--- src/rtl/fifo_apb_arbiter_if.sv ---
// Requester handshakes plus APB master signals between the FIFO arbiter and its surroundings.
// The master modport is the arbiter's view; the slave modport is the requesters/peripheral side.
interface fifo_apb_arbiter_if;
   logic        wr_req;
   logic [7:0]  wr_data;
   logic        wr_ack;
   logic        wr_fail;
   logic        rd_req;
   logic        rd_ack;
   logic        rd_fail;
   logic [7:0]  rd_data;
   logic        busy;
   logic [3:0]  PADDR;
   logic [31:0] PWDATA;
   logic        PWRITE;
   logic        PSEL;
   logic        PENABLE;
   logic [31:0] PRDATA;
   logic        PREADY;

   modport master (
      input  wr_req, wr_data, rd_req, PRDATA, PREADY,
      output wr_ack, wr_fail, rd_ack, rd_fail, rd_data, busy,
      output PADDR, PWDATA, PWRITE, PSEL, PENABLE
   );

   modport slave (
      output wr_req, wr_data, rd_req, PRDATA, PREADY,
      input  wr_ack, wr_fail, rd_ack, rd_fail, rd_data, busy,
      input  PADDR, PWDATA, PWRITE, PSEL, PENABLE
   );
endinterface

--- src/rtl/fifo_apb_arbiter.sv ---
// APB master sharing a FIFO peripheral between one write and one read requester:
// each request is a status poll of FSR followed by the FIFO data transfer(s).
module fifo_apb_arbiter #(
   parameter int TIMEOUT = 16
) (
   input  logic               PCLK,
   input  logic               PRESET,
   fifo_apb_arbiter_if.master bus
);

   localparam int         CNT_W    = $clog2(TIMEOUT + 1);
   localparam logic [3:0] ADDR_FSR = 4'h0;
   localparam logic [3:0] ADDR_FWD = 4'h4;
   localparam logic [3:0] ADDR_FRD = 4'h8;

   typedef enum logic [3:0] {
      IDLE, ST_S, ST_A, WR_S, WR_A, TG_S, TG_A, DT_S, DT_A, DONE
   } state_t;

   state_t           r_state;
   state_t           w_state_nxt;
   logic             r_op_rd;
   logic             r_last_rd;
   logic [7:0]       r_wdata;
   logic [CNT_W-1:0] r_wait_cnt;

   logic             w_grant;
   logic             w_grant_rd;
   logic             w_in_access;
   logic             w_timeout;
   logic             w_fail_nxt;

   logic             r_psel;
   logic             r_penable;
   logic [3:0]       r_paddr;
   logic             r_pwrite;
   logic [31:0]      r_pwdata;
   logic             r_wr_ack;
   logic             r_wr_fail;
   logic             r_rd_ack;
   logic             r_rd_fail;
   logic [7:0]       r_rd_data;
   logic             r_busy;

   logic             w_psel;
   logic             w_penable;
   logic [3:0]       w_paddr;
   logic             w_pwrite;
   logic [31:0]      w_pwdata;
   logic             w_wr_ack;
   logic             w_wr_fail;
   logic             w_rd_ack;
   logic             w_rd_fail;
   logic [7:0]       w_rd_data;
   logic             w_busy;

   assign w_in_access = (r_state == ST_A) || (r_state == WR_A) ||
                        (r_state == TG_A) || (r_state == DT_A);
   // The TIMEOUT-th consecutive cycle without PREADY aborts the transfer.
   assign w_timeout   = w_in_access && !bus.PREADY &&
                        (r_wait_cnt == CNT_W'(TIMEOUT - 1));

   always_ff @(posedge PCLK or negedge PRESET) begin
      if (!PRESET) begin
         r_state <= IDLE;
      end else begin
         r_state <= w_state_nxt;
      end
   end

   always_comb begin
      w_state_nxt = r_state;
      w_grant     = 1'b0;
      w_grant_rd  = 1'b0;
      w_fail_nxt  = 1'b0;
      case (r_state)
         IDLE: begin
            if (bus.wr_req && (!bus.rd_req || r_last_rd)) begin
               w_grant     = 1'b1;
               w_grant_rd  = 1'b0;
               w_state_nxt = ST_S;
            end else if (bus.rd_req) begin
               w_grant     = 1'b1;
               w_grant_rd  = 1'b1;
               w_state_nxt = ST_S;
            end
         end
         ST_S: w_state_nxt = ST_A;
         ST_A: begin
            if (bus.PREADY) begin
               if (!r_op_rd) begin
                  if (bus.PRDATA[1]) begin
                     w_state_nxt = DONE;
                     w_fail_nxt  = 1'b1;
                  end else begin
                     w_state_nxt = WR_S;
                  end
               end else if (bus.PRDATA[0]) begin
                  w_state_nxt = DONE;
                  w_fail_nxt  = 1'b1;
               end else begin
                  w_state_nxt = TG_S;
               end
            end else if (w_timeout) begin
               w_state_nxt = DONE;
               w_fail_nxt  = 1'b1;
            end
         end
         WR_S: w_state_nxt = WR_A;
         WR_A: begin
            if (bus.PREADY) begin
               w_state_nxt = DONE;
            end else if (w_timeout) begin
               w_state_nxt = DONE;
               w_fail_nxt  = 1'b1;
            end
         end
         TG_S: w_state_nxt = TG_A;
         TG_A: begin
            if (bus.PREADY) begin
               w_state_nxt = DT_S;
            end else if (w_timeout) begin
               w_state_nxt = DONE;
               w_fail_nxt  = 1'b1;
            end
         end
         DT_S: w_state_nxt = DT_A;
         DT_A: begin
            if (bus.PREADY) begin
               w_state_nxt = DONE;
            end else if (w_timeout) begin
               w_state_nxt = DONE;
               w_fail_nxt  = 1'b1;
            end
         end
         DONE:    w_state_nxt = IDLE;
         default: w_state_nxt = IDLE;
      endcase
   end

   // Outputs are decoded from the next state so the registered bus matches the state it enters.
   always_comb begin
      w_psel    = 1'b0;
      w_penable = 1'b0;
      w_paddr   = 4'h0;
      w_pwrite  = 1'b0;
      w_pwdata  = 32'h0;
      w_wr_ack  = 1'b0;
      w_wr_fail = 1'b0;
      w_rd_ack  = 1'b0;
      w_rd_fail = 1'b0;
      w_busy    = (w_state_nxt != IDLE);
      w_rd_data = r_rd_data;
      if ((r_state == DT_A) && bus.PREADY) begin
         w_rd_data = bus.PRDATA[7:0];
      end
      case (w_state_nxt)
         ST_S, ST_A: begin
            w_psel    = 1'b1;
            w_penable = (w_state_nxt == ST_A);
            w_paddr   = ADDR_FSR;
         end
         WR_S, WR_A: begin
            w_psel    = 1'b1;
            w_penable = (w_state_nxt == WR_A);
            w_paddr   = ADDR_FWD;
            w_pwrite  = 1'b1;
            w_pwdata  = {24'h0, r_wdata};
         end
         TG_S, TG_A: begin
            w_psel    = 1'b1;
            w_penable = (w_state_nxt == TG_A);
            w_paddr   = ADDR_FWD;
         end
         DT_S, DT_A: begin
            w_psel    = 1'b1;
            w_penable = (w_state_nxt == DT_A);
            w_paddr   = ADDR_FRD;
         end
         DONE: begin
            w_wr_ack  = !r_op_rd && !w_fail_nxt;
            w_wr_fail = !r_op_rd &&  w_fail_nxt;
            w_rd_ack  =  r_op_rd && !w_fail_nxt;
            w_rd_fail =  r_op_rd &&  w_fail_nxt;
         end
         default: ;
      endcase
   end

   // Write wins the first tie after reset, hence last grant starts as read.
   always_ff @(posedge PCLK or negedge PRESET) begin
      if (!PRESET) begin
         r_op_rd    <= 1'b0;
         r_last_rd  <= 1'b1;
         r_wait_cnt <= '0;
      end else begin
         if (w_grant) begin
            r_op_rd   <= w_grant_rd;
            r_last_rd <= w_grant_rd;
         end
         if (w_in_access && !bus.PREADY && !w_timeout) begin
            r_wait_cnt <= r_wait_cnt + CNT_W'(1);
         end else begin
            r_wait_cnt <= '0;
         end
      end
   end

   always_ff @(posedge PCLK) begin
      if (w_grant) begin
         r_wdata <= bus.wr_data;
      end
   end

   always_ff @(posedge PCLK or negedge PRESET) begin
      if (!PRESET) begin
         r_psel    <= 1'b0;
         r_penable <= 1'b0;
         r_paddr   <= 4'h0;
         r_pwrite  <= 1'b0;
         r_pwdata  <= 32'h0;
         r_wr_ack  <= 1'b0;
         r_wr_fail <= 1'b0;
         r_rd_ack  <= 1'b0;
         r_rd_fail <= 1'b0;
         r_rd_data <= 8'h0;
         r_busy    <= 1'b0;
      end else begin
         r_psel    <= w_psel;
         r_penable <= w_penable;
         r_paddr   <= w_paddr;
         r_pwrite  <= w_pwrite;
         r_pwdata  <= w_pwdata;
         r_wr_ack  <= w_wr_ack;
         r_wr_fail <= w_wr_fail;
         r_rd_ack  <= w_rd_ack;
         r_rd_fail <= w_rd_fail;
         r_rd_data <= w_rd_data;
         r_busy    <= w_busy;
      end
   end

   assign bus.PSEL    = r_psel;
   assign bus.PENABLE = r_penable;
   assign bus.PADDR   = r_paddr;
   assign bus.PWRITE  = r_pwrite;
   assign bus.PWDATA  = r_pwdata;
   assign bus.wr_ack  = r_wr_ack;
   assign bus.wr_fail = r_wr_fail;
   assign bus.rd_ack  = r_rd_ack;
   assign bus.rd_fail = r_rd_fail;
   assign bus.rd_data = r_rd_data;
   assign bus.busy    = r_busy;

endmodule

--- src/flat_wrapper.sv ---
// flat-port wrapper written by rule: the top's interface ports become plain ports
module fifo_apb_arbiter_flat 
#(
   parameter int TIMEOUT = 16
)
  (PCLK, PRESET, bus_wr_req, bus_wr_data, bus_rd_req, bus_PRDATA, bus_PREADY, bus_wr_ack, bus_wr_fail, bus_rd_ack, bus_rd_fail, bus_rd_data, bus_busy, bus_PADDR, bus_PWDATA, bus_PWRITE, bus_PSEL, bus_PENABLE);
  fifo_apb_arbiter_if bus_i ();
  input  logic PCLK;
  input  logic PRESET;
  input wire logic [$bits(bus_i.wr_req)-1:0] bus_wr_req;
  input wire logic [$bits(bus_i.wr_data)-1:0] bus_wr_data;
  input wire logic [$bits(bus_i.rd_req)-1:0] bus_rd_req;
  input wire logic [$bits(bus_i.PRDATA)-1:0] bus_PRDATA;
  input wire logic [$bits(bus_i.PREADY)-1:0] bus_PREADY;
  output wire logic [$bits(bus_i.wr_ack)-1:0] bus_wr_ack;
  output wire logic [$bits(bus_i.wr_fail)-1:0] bus_wr_fail;
  output wire logic [$bits(bus_i.rd_ack)-1:0] bus_rd_ack;
  output wire logic [$bits(bus_i.rd_fail)-1:0] bus_rd_fail;
  output wire logic [$bits(bus_i.rd_data)-1:0] bus_rd_data;
  output wire logic [$bits(bus_i.busy)-1:0] bus_busy;
  output wire logic [$bits(bus_i.PADDR)-1:0] bus_PADDR;
  output wire logic [$bits(bus_i.PWDATA)-1:0] bus_PWDATA;
  output wire logic [$bits(bus_i.PWRITE)-1:0] bus_PWRITE;
  output wire logic [$bits(bus_i.PSEL)-1:0] bus_PSEL;
  output wire logic [$bits(bus_i.PENABLE)-1:0] bus_PENABLE;
  assign bus_i.wr_req = bus_wr_req;
  assign bus_i.wr_data = bus_wr_data;
  assign bus_i.rd_req = bus_rd_req;
  assign bus_i.PRDATA = bus_PRDATA;
  assign bus_i.PREADY = bus_PREADY;
  assign bus_wr_ack = bus_i.wr_ack;
  assign bus_wr_fail = bus_i.wr_fail;
  assign bus_rd_ack = bus_i.rd_ack;
  assign bus_rd_fail = bus_i.rd_fail;
  assign bus_rd_data = bus_i.rd_data;
  assign bus_busy = bus_i.busy;
  assign bus_PADDR = bus_i.PADDR;
  assign bus_PWDATA = bus_i.PWDATA;
  assign bus_PWRITE = bus_i.PWRITE;
  assign bus_PSEL = bus_i.PSEL;
  assign bus_PENABLE = bus_i.PENABLE;
  fifo_apb_arbiter #(.TIMEOUT(TIMEOUT)) u_core (.PCLK(PCLK), .PRESET(PRESET), .bus(bus_i));
endmodule
--- config.mk ---
export PLATFORM = sky130hd
export DESIGN_NAME = fifo_apb_arbiter_flat
export DESIGN_NICKNAME = d
export VERILOG_FILES = /design/src/rtl/fifo_apb_arbiter_if.sv /design/src/rtl/fifo_apb_arbiter.sv /design/src/flat_wrapper.sv
export SDC_FILE = /design/constraint.sdc
export NUM_CORES = 1
export LEC_CHECK = 0
export CAP_MARGIN = 15
export CORE_ASPECT_RATIO = 0.5
export CORE_MARGIN = 3
export CORE_UTILIZATION = 42
export CTS_BUF_LIST = sky130_fd_sc_hd__clkbuf_8
export DETAILED_ROUTE_END_ITERATION = 10
export PLACE_DENSITY = 0.81
export SYNTH_ARGS = -nofsm -noshare
export SYNTH_HDL_FRONTEND = slang
export SYNTH_SLANG_ARGS = --single-unit
--- constraint.sdc ---
create_clock -name PCLK -period 2.75 [get_ports PCLK]
set_input_delay 0.4125 -clock PCLK [delete_from_list [all_inputs] [get_ports PCLK]]
set_output_delay 0.4125 -clock PCLK [all_outputs]
set_load 0.01 [all_outputs]
==> flow_summary.toml <==
[grt]
grt_pass1_vias = 1327
antenna_found_initial = 0
grt_pass1_wl_mm = 6.16
grt_max_degree = 38
grt-ovfl-total = 0
track_usage_pct = 13.1

[layout]
n_fill_cell = 355
area_growth_syn_to_layout_pct = 26.5
final_layout_size_suffix_gt1_share_pct = 12.1
fin_nets = 270
diodes = 0

[routing]
routed_wl_mm = 3.78
drtIter0Drc = 21
firstDrtPassIters = 4
wl_per_cell_um = 13.0
vias_per_cell = 4.75
route.detailed.drc = 0
vias = 1378
drtAntennaViolNets = 0

[power_and_ir_drop]
p_leak_nw = 1.20
cellPowerDensity_nw_per_um2 = 1080
vdd_drop_max_mv = 0.362

[setup_path]
crit_family = "compound AO/OA/AOI/OAI gates"
crit_path_max_incr_delay_ns = 0.40
crit_chain = "ha_1, and3_1, ha_1, nand2b_1, a21oi_1, o221ai_1, nand4_1, a21boi_1"
critPathCaptureType = "flip-flop"
cp_num_buf_inv = 0
path_max_fanout = 9
cpMaxStageDelayCell = "dfrtp_1"
startpoint_type = "flip-flop"
worst_path_most_repeated_cell = "ha_1"
arrival_ns = 2.56
crit_type = "flip-flop to flip-flop"
cp.required_ns = 2.96

[place]
portBuffers = 46
place.gp.congestion = 0.902
dp_hpwl_mm = 2.77

[sta]
max_freq_mhz = 425
setup_viol = 0
post-route-period-util_pct = 85.5
rsz0062_at_grt = "false"
period_minus_slack_ns = 2.35
tns_ns = 0
tightest_slew_ns = 0.513
hold_viol = 0
fin_worst_skew_ns = 0.00350
slew-limit-headroom_pct = 65.8
hold_slack_ns = 0.473
slew_viol_final = 0

[floorplan]
coreArea_um2 = 4590
rows = 17
dieArea_um2 = 5910
io_pins = 97
fp.dieW_um = 106
start_util_pct = 45.5
die_h_um = 55.9

[synthesis]
yosysWarnings = 0
synth-edff-count = 8
netlist_area_um2 = 2090
yosysMostFrequentCell = "dfrtp_1"
synth_cell_types = 46
ys_seq_area_share_pct = 55.8
synth.avg_cell_area_um2 = 12.0
yosys-top-cells-count = "36 x dfrtp_1, 27 x buf_4, 12 x nor2_1"
synth-main-ff-cell = "dfrtp_1"
synth_top_area_share_pct = 43.1
synth.top_cells.by_area = "dfrtp_1 43%, edfxtp_1 11%, buf_4 9.7%"
yosys.area.top_type = "dfrtp_1"
synth_seq_cells = 45
syn-instance-count = 174
synthArstFlopShare_pct = 82.2

[clocking]
cts_tree = "built"
htree_levels = 2
path_clk_slew_ns = 0.08
postCtsSetupRepairBufs = 0
ctsResizeCount = 0
holdBufCountCts = 0
clock_latency_ns = 0.29
cts_sinks = 45
cts_made_buffers = 5
clockBufferDepth = 2
cts-root-buf = "clkbuf_8"

[outcome]
status = "finished clean"

[worst_hold_path]
hold_path_class = "flip-flop to flip-flop"

[flow_run]
cap_violations = 0
-- cells by family (layout without fill, tap and decap cells) --
group / Yosys count / after routing / synth area share, %
flops: 45 / 45 / 55.8
simple gates: 41 / 41 / 9.94
buf+inv: 40 / 65 / 12.9
compound gates: 31 / 31 / 11.6
mux: 10 / 10 / 6.70
xor+xnor: 4 / 4 / 1.68
fa+ha+maj: 2 / 2 / 1.20
other cells: 1 / 26 / 0.179
-- where the power goes --
group | switching, mW | internal, mW
combinational | 0.578 | 0.593
clock | 0.226 | 0.366
sequential | 0.163 | 0.936
total | 0.967 | 1.89
-- cells in the final DEF (no fill, tap or decap), drive strengths merged, types with 3 or more instances in the layout --
master / netlist / routed
edfxtp: 8 / 8
nand2b: 3 / 3
dfrtp: 36 / 36
nand2: 11 / 11
nor2: 13 / 13
clkdlybuf4s50: 0 / 46
mux2: 8 / 8
clkbuf: 1 / 5
nor2b: 3 / 3
conb: 1 / 26
a21oi: 4 / 4
o21ai: 5 / 5
inv: 8 / 9
a21boi: 8 / 8
-- cell type report --
| type | instances | area (µm²) | share of cell area (%) |
|---|---|---|---|
| well taps | 66 | 82.6 | 3.12 |
| multi-input cells | 114 | 748 | 28.3 |
| flip-flops and latches | 45 | 1170 | 44.1 |
| clock buffers | 5 | 68.8 | 2.60 |
| repair buffers | 48 | 475 | 18.0 |
| clock inverters | 3 | 68.8 | 2.60 |
| inverters | 9 | 33.8 | 1.28 |
-- stage by stage --
| stage | util (%) | cell area (µm²) | total power [mW] | instances | setup slack [ns] |
|---|---|---|---|---|---|
| 2_1_floorplan | - | 2180 | 1.84 | 199 | 0.797 |
| 3_3_place_gp | 54.6 | 2510 | 2.23 | 282 | 0.538 |
| 3_5_place_dp | 54.6 | 2510 | 2.28 | 282 | 0.407 |
| 4_1_cts | 57.6 | 2650 | 2.88 | 290 | 0.399 |
| 5_1_grt | 57.6 | 2650 | 3.03 | 290 | 0.244 |
| 6_report | 57.6 | 2650 | 2.86 | 290 | 0.400 |
-- worst paths after layout --
kind | start | to | slack, ns | cells after the start
worst min-delay path | u_core.r_wait_cnt[0] | u_core.r_wait_cnt[0] | 0.47 | 1
worst max-delay path | u_core.r_wait_cnt[0] | u_core.bus.PWDATA[5] | 0.40 | 8
worst max register to register | u_core.r_wait_cnt[0] | u_core.bus.PWDATA[5] | 0.40 | 8
min in group asynchronous | PRESET | u_core.bus.PENABLE | 0.54 | 2
worst min register to register | u_core.r_wait_cnt[0] | u_core.r_wait_cnt[0] | 0.47 | 1
max in group asynchronous | PRESET | u_core.r_last_rd | 1.86 | 2
-- layer usage --
| layer | track usage (%) | routed length [µm] | up-vias |
|---|---|---|---|
| met3 | 4.40 | 241 | 6 |
| met4 | 3.87 | 55 | 0 |
| met1 | 14.8 | 1540 | 679 |
| met5 | 0 | 0 | - |
| met2 | 23.8 | 1950 | 54 |
| li1 | - | - | 639 |
-- state kept, by name, indices dropped and copies added, names as in the netlist --
register / cells
u_core.r_op_rd: 1
u_core.r_state: 4
u_core.bus.rd_data: 8
u_core.bus.busy: 1
u_core.bus.wr_ack: 1
u_core.r_wdata: 8
u_core.bus.PSEL: 1
u_core.bus.rd_ack: 1
u_core.r_wait_cnt: 5
u_core.bus.PENABLE: 1
u_core.bus.rd_fail: 1
u_core.bus.wr_fail: 1
u_core.bus.PADDR: 2
u_core.bus.PWRITE: 1
u_core.r_last_rd: 1
u_core.bus.PWDATA: 8
(Power assumes the default switching activity.)
